$ cat config.mk
export PLATFORM = sky130hd
export DESIGN_NAME = uart_crc_transmitter
export DESIGN_NICKNAME = d
export VERILOG_FILES = /design/src/rtl/uart_crc_transmitter.sv
export SDC_FILE = /design/constraint.sdc
export NUM_CORES = 1
export LEC_CHECK = 0
export BUFFER_PORTS_ARGS = -buffer_cell sky130_fd_sc_hd__buf_2
export CAP_MARGIN = 20
export CORE_MARGIN = 10
export CORE_UTILIZATION = 39
export DETAILED_ROUTE_END_ITERATION = 10
export MAX_ROUTING_LAYER = met4
export PLACE_DENSITY = 0.62
export RECOVER_POWER = 50
export SLEW_MARGIN = 20
export SYNTH_ARGS = -nofsm -noshare
export SYNTH_HDL_FRONTEND = slang
export SYNTH_SLANG_ARGS = --single-unit
$ cat constraint.sdc
create_clock -name clk -period 3.6 [get_ports clk]
set_input_delay 1.08 -clock clk [delete_from_list [all_inputs] [get_ports clk]]
set_output_delay 1.08 -clock clk [all_outputs]
set_load 0.02 [all_outputs]
$ cat src/rtl/uart_crc_transmitter.sv
// UART frame transmitter: start bit, data byte LSB-first, CRC-16/XMODEM LSB-first, stop bit.
// The CRC is computed bit-serially over 8 clocks before the start bit is driven.
module uart_crc_transmitter #(
  parameter int CLK_FREQ  = 50000000,
  parameter int BAUD_RATE = 9600
) (
  input  logic        clk,
  input  logic        reset,
  input  logic        tx_start,
  input  logic [7:0]  data_in,
  output logic        tx_out,
  output logic        tx_busy,
  output logic        tx_done,
  output logic [15:0] crc_out
);

  localparam int BAUD_COUNTER_MAX = CLK_FREQ / BAUD_RATE - 1;
  localparam int BAUD_W = (BAUD_COUNTER_MAX < 1) ? 1 : $clog2(BAUD_COUNTER_MAX + 1);
  localparam logic [BAUD_W-1:0] BAUD_LAST = BAUD_W'(BAUD_COUNTER_MAX);
  localparam logic [4:0] LAST_BIT = 5'd25;

  typedef enum logic [1:0] {IDLE, CALC, SEND} state_t;

  state_t             state, state_n;
  logic [7:0]         data_reg, data_n;
  logic [15:0]        crc, crc_n, crc_step;
  logic [2:0]         bit_idx, bit_idx_n;
  logic [25:0]        shift_reg, shift_n;
  logic [BAUD_W-1:0]  baud_counter, baud_n;
  logic [4:0]         bit_counter, bit_counter_n;
  logic               busy_n, done_n, fb;
  logic [15:0]        crc_out_n;

  // The line is driven straight from the shift register LSB; it is refilled
  // with ones whenever no frame is in flight so the line idles high.
  assign tx_out = shift_reg[0];

  always_ff @(posedge clk) begin
    if (reset) begin
      state        <= IDLE;
      data_reg     <= '0;
      crc          <= '0;
      bit_idx      <= '0;
      shift_reg    <= '1;
      baud_counter <= '0;
      bit_counter  <= '0;
      tx_busy      <= 1'b0;
      tx_done      <= 1'b0;
      crc_out      <= '0;
    end else begin
      state        <= state_n;
      data_reg     <= data_n;
      crc          <= crc_n;
      bit_idx      <= bit_idx_n;
      shift_reg    <= shift_n;
      baud_counter <= baud_n;
      bit_counter  <= bit_counter_n;
      tx_busy      <= busy_n;
      tx_done      <= done_n;
      crc_out      <= crc_out_n;
    end
  end

  always_comb begin
    state_n       = state;
    data_n        = data_reg;
    crc_n         = crc;
    bit_idx_n     = bit_idx;
    shift_n       = shift_reg;
    baud_n        = baud_counter;
    bit_counter_n = bit_counter;
    busy_n        = tx_busy;
    done_n        = 1'b0;
    crc_out_n     = crc_out;

    fb       = crc[15] ^ data_reg[3'd7 - bit_idx];
    crc_step = {crc[14:0], 1'b0} ^ (fb ? 16'h1021 : 16'h0000);

    case (state)
      IDLE: begin
        if (tx_start) begin
          data_n    = data_in;
          crc_n     = '0;
          bit_idx_n = '0;
          busy_n    = 1'b1;
          state_n   = CALC;
        end
      end
      CALC: begin
        crc_n     = crc_step;
        bit_idx_n = bit_idx + 3'd1;
        if (bit_idx == 3'd7) begin
          shift_n       = {1'b1, crc_step, data_reg, 1'b0};
          crc_out_n     = crc_step;
          baud_n        = '0;
          bit_counter_n = '0;
          state_n       = SEND;
        end
      end
      SEND: begin
        if (baud_counter == BAUD_LAST) begin
          baud_n = '0;
          if (bit_counter == LAST_BIT) begin
            bit_counter_n = '0;
            shift_n       = '1;
            busy_n        = 1'b0;
            done_n        = 1'b1;
            state_n       = IDLE;
          end else begin
            bit_counter_n = bit_counter + 5'd1;
            shift_n       = {1'b1, shift_reg[25:1]};
          end
        end else begin
          baud_n = baud_counter + 1'b1;
        end
      end
      default: state_n = IDLE;
    endcase
  end

endmodule
==> results of run 1 <==
[worst min path at each step]
stage / cells after the start / slack (ps) / endpoint
final: 2 / 450 / crc_out[14]
after CTS: 2 / 460 / crc_out[14]
after global placement: 2 / 440 / crc_out[3]
after floorplan: 1 / 440 / shift_reg[10]
after detailed placement: 2 / 450 / crc_out[14]
after global routing: 2 / 490 / crc_out[13]
[cells by family after synthesis]
family,count (synthesis),synth area share (%)
xor gates and xnor gates,8,1.77
DFF,90,45.5
buffers and inverters,47,5.59
adders and majority gates,5,1.58
AOI/OAI and AO/OA,126,20.6
and+or+nand+nor,199,23.7
muxes,5,1.26
[tightest hold or removal path, stage by stage, from the launching register on]
cell and delay [ps]:
dfxtp_1 320, nand2_1 50, a21oi_1 50
[where the power goes]
group / internal, mW / switching, mW
combinational: 0.0314 / 0.0663
clock: 0.397 / 0.377
sequential: 1.01 / 0.0125
[layer usage]
layer	GRT usage [%]	vias to the layer above	part of all wire, %
met1	16.7	1531	50
met3	3.21	2	5.2
met4	5.96	0	0.68
met2	19.2	76	45
met5	-	-	0
li1	-	1722	-
[cells in the mapped netlist, types with 3 or more instances]
master	count	share of area, %
or3_1	4	0.63
nand4_1	7	1.1
buf_6	3	0.85
dfxtp_1	90	45
clkbuf_1	24	2.3
a211oi_1	4	0.76
o21ai_0	7	0.88
o22ai_1	20	3.2
or4_1	3	0.57
a21oi_1	57	7.2
and3_1	4	0.63
nor3_1	7	0.88
nand2b_1	3	0.47
nand3_1	32	4.0
nor2_1	46	4.4
nand4b_1	4	0.88
nand2_1	71	6.7
buf_4	3	0.57
buf_2	9	1.1
and4_1	3	0.66
inv_1	7	0.66
a211o_1	21	4.6
xor2_1	6	1.3
mux2i_1	5	1.3
nor2b_1	4	0.63
nor4_1	3	0.47
ha_1	5	1.6
[through the flow]
stage                     setup slack [ps]  cell area, um2  hold WS, ps  std cells  util, %
final                                  744            4340          454        626     44.2
after CTS                             1150            4370          459        626     44.5
after global placement                1230            4140          441        610     42.2
after floorplan                       1440            3960          436        480        -
after global routing                   567            4340          493        626     44.2
after detailed placement              1170            4140          446        610     42.2
[final cells by class]
cell class / count / area (um2) / share of cell area, %
multi-input cells: 343 / 1940 / 44.7
flip-flops and latches: 90 / 1800 / 41.5
repair buffers: 37 / 179 / 4.12
well taps: 133 / 166 / 3.84
clock buffers: 9 / 124 / 2.85
clock inverters: 7 / 101 / 2.34
inverters: 7 / 26.3 / 0.606
==> reports/qor.yml, run 1 <==
status: "completed"
r2r_end: "shift_reg[18]"
antenna-diode-count: 0
synth_ff_type: "dfxtp_1"
cp_slowest_cell: "clkbuf_1"
die_h_um: 121
via_per_inst: 5.32
final_common_cell: "dfxtp_1"
cp.arrival_ps: 3130
timing.critical_path.buf_inv: 2
vias: 3331
required_ps: 3880
dieArea_um2: 14600
critPathTopFamily: "buffers and inverters"
period_share_pct: 79.3
worstPathCellList: "clkbuf_1 -> clkbuf_1 -> a21oi_1 -> o31ai_1"
cts_tree: "yes"
port_buffers: 29
cts_resized: 0
syn2layout_area_growth_pct: 9.54
cts.hold.buffers_added: 0
nFillCells: 1043
ios: 30
start_util_pct: 40.3
setup_tns_ps: 0
grt_remaining_overflow: 0
critical_path_depth: 4
startpoint: "reset"
antenna_found_initial: 0
syn_area_per_cell_um2: 8.25
rows: 36
cts_buffer_depth: 2
ys_warn_count: 0
finClkSkew_ps: 11.1
ant_nets: 0
drt_first_pass_iters: 5
layout_common_cells: "dfxtp_1, nand2_1, a21oi_1, nor2_1, nand3_1"
crit_fanout: 31
max-slew-margin-rel_pct: 5.19
cts_buffers: 9
wire_per_inst_um: 14.3
rr_worst_depth: 7
synth_edf_count: 0
power_density_nw_per_um2: 436
clk_latency_ps: 360
worst_pin_slew_ps: 1420
largest_register_ff_count: 25
drtIter0Drc: 224
htree_levels: 3
wl_um: 8960
ys_ff_latch: 90
finalPower_mw: 1.89
critPathMaxStageDelay_ps: 1010
synth.distinct_cells: 47
rr_startpoint: "baud_counter[0]"
final_net_count: 504
clkTransAtPathRegs_ps: 90
crit_path_frequent_cell: "clkbuf_1"
fmax_mhz: 350
core_area_um2: 9820
critPathCapture: "shift_reg[9]"
die_w_um: 121
maxCapViolCount: 0
critPathKind: "in -> reg"
hold_viol: 0
cp-start-kind: "primary input"
rrSetupSlack_ps: 1140
grt_pass1_vias: 3311
grt_max_degree: 47
synth_area_um2: 3960
hpwl_um: 5980
rsz0062_at_grt: "false"
hold_start: "crc_out[14]"
grt_pass1_wl_um: 15500
drc: 0
synthCells: 480
async_reset_ff_share_pct: 0
yosysSeqAreaShare_pct: 45.5
grt_usage_pct: 13.1
min-delay-path-class: "reg -> reg"
drive_gt1_share_pct: 9.33
p_leak_nw: 1.44
end_kind: "flip-flop"
slew_viol_final: 0
clock_sinks: 90
setup_violations: 0
root_buffer: "clkbuf_8"
gp_congestion: 0.810
min_period_ps: 2860
cts_setup_buffers: 0
ir_worst_vdd_mv: 0.160
synth_nets: 496
Power figures use the tool's default switching activity.
==> inputs of run 2 (changes only) <==
ABC_AREA = 1   (was default)
PLACE_DENSITY = 0.64   (was 0.62)
clock period = 2.31 ns   (was 3.6 ns; I/O delays follow)
==> run 2 against run 1 <==
Against the previous run:
- design area rose by 0.58%
- sequential power rose by 56%
- first-iteration DRC count down 8.0%
- critical path type is now reg -> reg
- critical endpoint is now baud_counter[7]
- largest power group unchanged
==> reports/qor.yml, run 2 <==
antenna-diode-count: 0  # unchanged
die_w_um: 120  # -0.55%
gp_congestion: 0.803  # -0.83%
rr_worst_depth: 7  # unchanged
grt_pass1_vias: 3155  # -4.7%
fmax_mhz: 502
critPathKind: "reg -> reg"
dieArea_um2: 14400  # -1.1%
timing.critical_path.buf_inv: 0  # -2
setup_violations: 0  # unchanged
synthCells: 503  # +4.8%
drtIter0Drc: 206  # -8.0%
synth_top_area_share_pct: 46.1  # +0.61 points
ys_ff_latch: 90  # unchanged
required_ps: 2590  # -1290 ps
ios: 30  # unchanged
drive_gt1_share_pct: 12.7  # +3.4 points
port_buffers: 29  # unchanged
status: "completed"
cts_tree: "yes"
hold-path-endpoint: "crc_out[8]"
start_util_pct: 40.0  # -0.35 points
synth_nets: 519  # +4.6%
wl_um: 8360  # -6.6%
hold_start: "crc_out[8]"
finClkSkew_ps: 14.7  # +3.61 ps
maxCapViolCount: 0  # unchanged
largest_register_ff_count: 25  # unchanged
grt_max_degree: 56  # +19%
power_density_nw_per_um2: 658  # +51%
min_path_cells: 2  # unchanged
cts_setup_buffers: 0  # unchanged
die_h_um: 120  # -0.55%
crit_fanout: 24  # -23%
fin_area_um2: 4360  # +0.58%
slew_viol_final: 0  # unchanged
max-slew-margin-rel_pct: 49.1  # +44 points
ys_warn_count: 0  # unchanged
p_leak_nw: 1.52  # +5.6%
period_share_pct: 86.2
core_area_um2: 9770  # -0.46%
final_net_count: 545  # +8.1%
rrSetupSlack_ps: 320  # -820 ps
layout_common_cells: "dfxtp_1, nand2_1, a21oi_1, inv_1, o21ai_0"
min_period_ps: 1990
min-delay-path-class: "reg -> reg"
synth_edf_count: 0  # unchanged
clock_sinks: 90  # unchanged
syn_area_per_cell_um2: 7.77  # -5.8%
grt_usage_pct: 12.2  # -0.95 points
r2r_end: "baud_counter[7]"
rows: 36  # unchanged
layout_setup_ws_ps: 318  # -426 ps
fin_cells: 667  # +6.5%
synth_ff_type: "dfxtp_1"
htree_levels: 3  # unchanged
synth.distinct_cells: 32  # -32%
grt_pass1_wl_um: 14500  # -6.8%
wire_per_inst_um: 12.5  # -12%
end_kind: "flip-flop"
rr_startpoint: "bit_idx[0]"
cp.arrival_ps: 2270  # -860 ps
cp-start-kind: "flip-flop"
clkTransAtPathRegs_ps: 90  # about the same
cts_buffer_depth: 2  # unchanged
dpl_cell_area_um2: 4190  # +1.2%
placed_cells: 651  # +6.7%
rsz0062_at_grt: "false"
critical_path_depth: 7  # +3
setup_tns_ps: 0  # unchanged
ir_worst_vdd_mv: 0.353  # +120%
hpwl_um: 5670  # -5.3%
hold_ws_ps: 446  # -8.26 ps
drc: 0  # unchanged
synth_most_common_cell: "dfxtp_1"
critPathMaxStageDelay_ps: 380  # -630 ps
vias: 3320  # -0.33%
critPathTopFamily: "simple AND/OR/NAND/NOR gates"
place_ws_ps: 343  # -829 ps
postLayoutCoreUtil_pct: 44.6  # +0.46 points
synth.area.top_cells: "dfxtp_1, nand2_1, a21oi_1"
nFillCells: 1002  # -3.9%
grt_remaining_overflow: 0  # unchanged
drt_first_pass_iters: 4  # -1
worst_pin_slew_ps: 762  # -660 ps
cts_resized: 0  # unchanged
syn2layout_area_growth_pct: 11.7
final_common_cell: "dfxtp_1"
async_reset_ff_share_pct: 0  # unchanged
ant_nets: 0  # unchanged
worstPathCellList: "ha_1 -> ha_1 -> nand2_1 -> nand2_2 -> nand2_4 -> nand2_2 -> nor3b_1"
synth_area_um2: 3910  # -1.3%
finalPower_mw: 2.87  # +52%
cts.hold.buffers_added: 0  # unchanged
yosys.area.top_type: "dfxtp_1"
hold_viol: 0  # unchanged
cts_buffers: 9  # unchanged
via_per_inst: 4.98  # -6.5%
antenna_found_initial: 0  # unchanged
cp_slowest_cell: "dfxtp_1"
clk_latency_ps: 360  # about the same
yosysSeqAreaShare_pct: 46.1  # +0.61 points
root_buffer: "clkbuf_8"
ys_top_cells_by_count: "dfxtp_1, nand2_1, a21oi_1"
==> run 2: changes by cell type in the layout (fill, tap and decap cells not counted), moves of 8 or more <==
cell     delta
inv_1      +46
o21ai_0    +26
nor2_1     -22
a211o_1    -21
a21oi_2    +21
o21ai_1    +20
nand2_1    +14
nand3_1     -8
==> run 2: logic make-up (layout without fill, tap and decap cells) <==
group / Yosys count / count (layout) / synth area share [%]
compound gates: 157 / 157 / 23.0
fa+ha+maj: 5 / 5 / 1.60
xor+xnor: 4 / 4 / 0.896
flops: 90 / 90 / 46.1
buf+inv: 82 / 113 / 9.12
simple gates: 165 / 165 / 19.3
==> run 2: area by class of cell <==
type / instances / area [um2] / area share, %
tap: 133 / 166 / 3.81
timing repair buffer: 41 / 230 / 5.28
clock inverter: 3 / 46.3 / 1.06
sequential: 90 / 1800 / 41.3
inverter: 56 / 210 / 4.82
clock buffer: 13 / 159 / 3.64
multi-input combinational: 331 / 1750 / 40.1
==> run 2: worst register-to-register path, delay by kind of cell, from the launching register on <==
family | cells | cell delay (ps)
simple gates | 5 | 1090
flops | 1 | 380
fa+ha+maj | 2 | 440
==> run 2: how the worst max path moves through the flow <==
stage	from	to	slack, ps
2_1_floorplan	baud_counter[0]	shift_reg[15]	730
5_1_grt	state[0]	crc_out[9]	80
3_5_place_dp	bit_idx[0]	baud_counter[7]	340
4_1_cts	bit_idx[0]	baud_counter[7]	320
6_report	bit_idx[0]	baud_counter[7]	320
3_3_place_gp	bit_idx[0]	baud_counter[7]	410
==> run 2: layer usage <==
layer,up-vias,GRT usage [%],part of all wire (%)
li1,1741,-,-
met1,1525,14.8,49
met2,47,19.0,47
met3,7,3.19,3.5
met4,0,4.52,1.1
met5,-,-,0
==> run 2: power breakdown <==
group / switching, mW / internal (mW) / total [mW]
combinational: 0.122 / 0.0559 / 0.178
clock: 0.543 / 0.565 / 1.11
sequential: 0.0154 / 1.57 / 1.59
total: 0.681 / 2.19 / 2.87
==> inputs of run 3 (changes only) <==
ABC_CLOCK_PERIOD_IN_PS = 2310   (was default)
CELL_PAD_IN_SITES_DETAIL_PLACEMENT = 1   (was default)
CELL_PAD_IN_SITES_GLOBAL_PLACEMENT = 1   (was default)
PLACE_DENSITY = 0.8   (was 0.64)
==> run 3 against run 2 <==
Against the previous run:
- critical path depth is 1 higher
- utilization is 0.70 points lower
- clock power is 12% lower
- die area stayed put
- non-clock buffer count is 2 lower
- clock-buffer cell count is 2 lower
- total power is 4.5% lower
- global-route usage is 2.0 points higher
- combinational power hardly changed
- design area is 1.6% lower
- largest power group unchanged
- highest routed layer unchanged
==> reports/qor.yml, run 3 (same netlist as run 2, synthesis figures left out) <==
drc: 0  # unchanged
critPathMaxStageDelay_ps: 450  # +70 ps
finalPower_mw: 2.74  # -4.5%
cts_resized: 0  # unchanged
cp-start-kind: "flip-flop"
required_ps: 2560  # -30 ps
final_net_count: 543  # -0.37%
routed-wl-met2_um: 4640  # +19%
gp_congestion: 0.761  # -5.2%
worst_pin_slew_ps: 915  # +153 ps
setup_violations: 0  # unchanged
rows: 36  # unchanged
htree_levels: 3  # unchanged
slew_viol_final: 0  # unchanged
critPathTopFamily: "simple AND/OR/NAND/NOR gates"
antenna-diode-count: 0  # unchanged
worstPathCellList: "ha_1 -> ha_1 -> nand2_1 -> nand2_2 -> nand2_4 -> buf_12 -> a21oi_2 -> o21ai_1"
crit_fanout: 28  # +17%
finClkSkew_ps: 15.7  # +0.909 ps
die_h_um: 120  # unchanged
critPathKind: "reg -> reg"
ios: 30  # unchanged
clock_sinks: 90  # unchanged
placed_cells: 649  # -0.31%
final_common_cell: "dfxtp_1"
drt_first_pass_iters: 4  # unchanged
cp_slowest_cell: "dfxtp_1"
root_buffer: "clkbuf_8"
end_kind: "flip-flop"
postLayoutCoreUtil_pct: 43.9  # -0.70 points
hpwl_um: 6710  # +18%
grt_pass1_vias: 3450  # +9.4%
dieArea_um2: 14400  # unchanged
cts.hold.buffers_added: 0  # unchanged
layout_common_cells: "dfxtp_1, nand2_1, a21oi_1, inv_1, o21ai_0"
wire_per_inst_um: 14.4  # +15%
cts_setup_buffers: 0  # unchanged
min-delay-path-class: "reg -> reg"
wl_um: 9550  # +14%
grt_max_degree: 56  # unchanged
via_per_inst: 5.10  # +2.5%
wl_met1_um: 4620  # +13%
period_share_pct: 87.4  # +1.1 points
cts_buffers: 9  # unchanged
nFillCells: 1268  # +27%
hold_viol: 0  # unchanged
grt_remaining_overflow: 0  # unchanged
place_ws_ps: 289  # -54.1 ps
syn2layout_area_growth_pct: 9.89
core_area_um2: 9770  # unchanged
min_period_ps: 2020  # +26.3 ps
highest_layer: "met4"
maxCapViolCount: 0  # unchanged
fmax_mhz: 495  # -1.3%
fin_cells: 665  # -0.30%
setup_tns_ps: 0  # unchanged
wl_met3_um: 205  # -30%
drive_gt1_share_pct: 12.0  # -0.70 points
cts_buffer_depth: 2  # unchanged
die_w_um: 120  # unchanged
antenna_found_initial: 0  # unchanged
timing.critical_path.buf_inv: 1  # +1
start_util_pct: 40.0  # unchanged
grt_usage_pct: 14.1  # +2.0 points
p_leak_nw: 1.49  # -2.2%
largest_register_ff_count: 25  # unchanged
clk_latency_ps: 360  # about the same
cts_tree: "yes"
cp.arrival_ps: 2270  # about the same
crit_path_frequent_cell: "ha_1"
power_density_nw_per_um2: 639  # -3.0%
ir_worst_vdd_mv: 0.290  # -18%
max-slew-margin-rel_pct: 39.0  # -10 points
ant_nets: 0  # unchanged
drtIter0Drc: 136  # -34%
grt_pass1_wl_um: 16600  # +15%
clkTransAtPathRegs_ps: 90  # about the same
vias: 3393  # +2.2%
layout_setup_ws_ps: 292  # -26.3 ps
status: "completed"
port_buffers: 29  # unchanged
rsz0062_at_grt: "false"
## run 3: changes by cell type in the layout (fill, tap and decap cells not counted)
cell,change
buf_12,-1
buf_4,-1
bufinv_16,-1
clkbuf_8,-2
clkinv_2,+1
clkinvlp_4,+1
inv_6,+1
nor2_1,+2
nor2_2,-2
## run 3: metrics by stage
stage / area [um2] / hold WS, ps
finish: 4300 / 447
global route: 4300 / 477
CTS: 4330 / 450
detailed placement: 4160 / 435
global placement: 4160 / 433
floorplan: 3910 / 443
## run 3: final timing paths
| check | from | to | slack, ps | cells past startpoint |
|---|---|---|---|---|
| max reg2reg | bit_idx[0] | shift_reg[8] | 290 | 8 |
| min | crc_out[11] | crc_out[11] | 450 | 2 |
| max | bit_idx[0] | shift_reg[8] | 290 | 8 |
| min reg2reg | crc_out[11] | crc_out[11] | 450 | 2 |
## run 3: layer usage
layer	track usage [%]	vias up
li1	-	1724
met4	4.15	0
met5	-	-
met2	23.1	31
met1	17.0	1631
met3	3.19	7
## run 3: layout make-up
type,count,area [um2],share of cell area [%]
tap,133,166,3.87
clock inverter,5,37.5,0.874
inverter,56,210,4.89
timing repair buffer,39,203,4.72
multi-input combinational,331,1750,40.6
sequential,90,1800,41.9
clock buffer,11,131,3.06
## run 3: power breakdown
group          internal (mW)  switching, mW
logic                 0.0519          0.124
registers               1.57         0.0157
clock network          0.398          0.582
total                   2.02          0.721
## run 3: worst register-to-register path, stage by stage (launching register included)
cell	delay, ps
dfxtp_1	450
ha_1	210
ha_1	170
nand2_1	80
nand2_2	260
nand2_4	260
buf_12	250
a21oi_2	150
o21ai_1	80
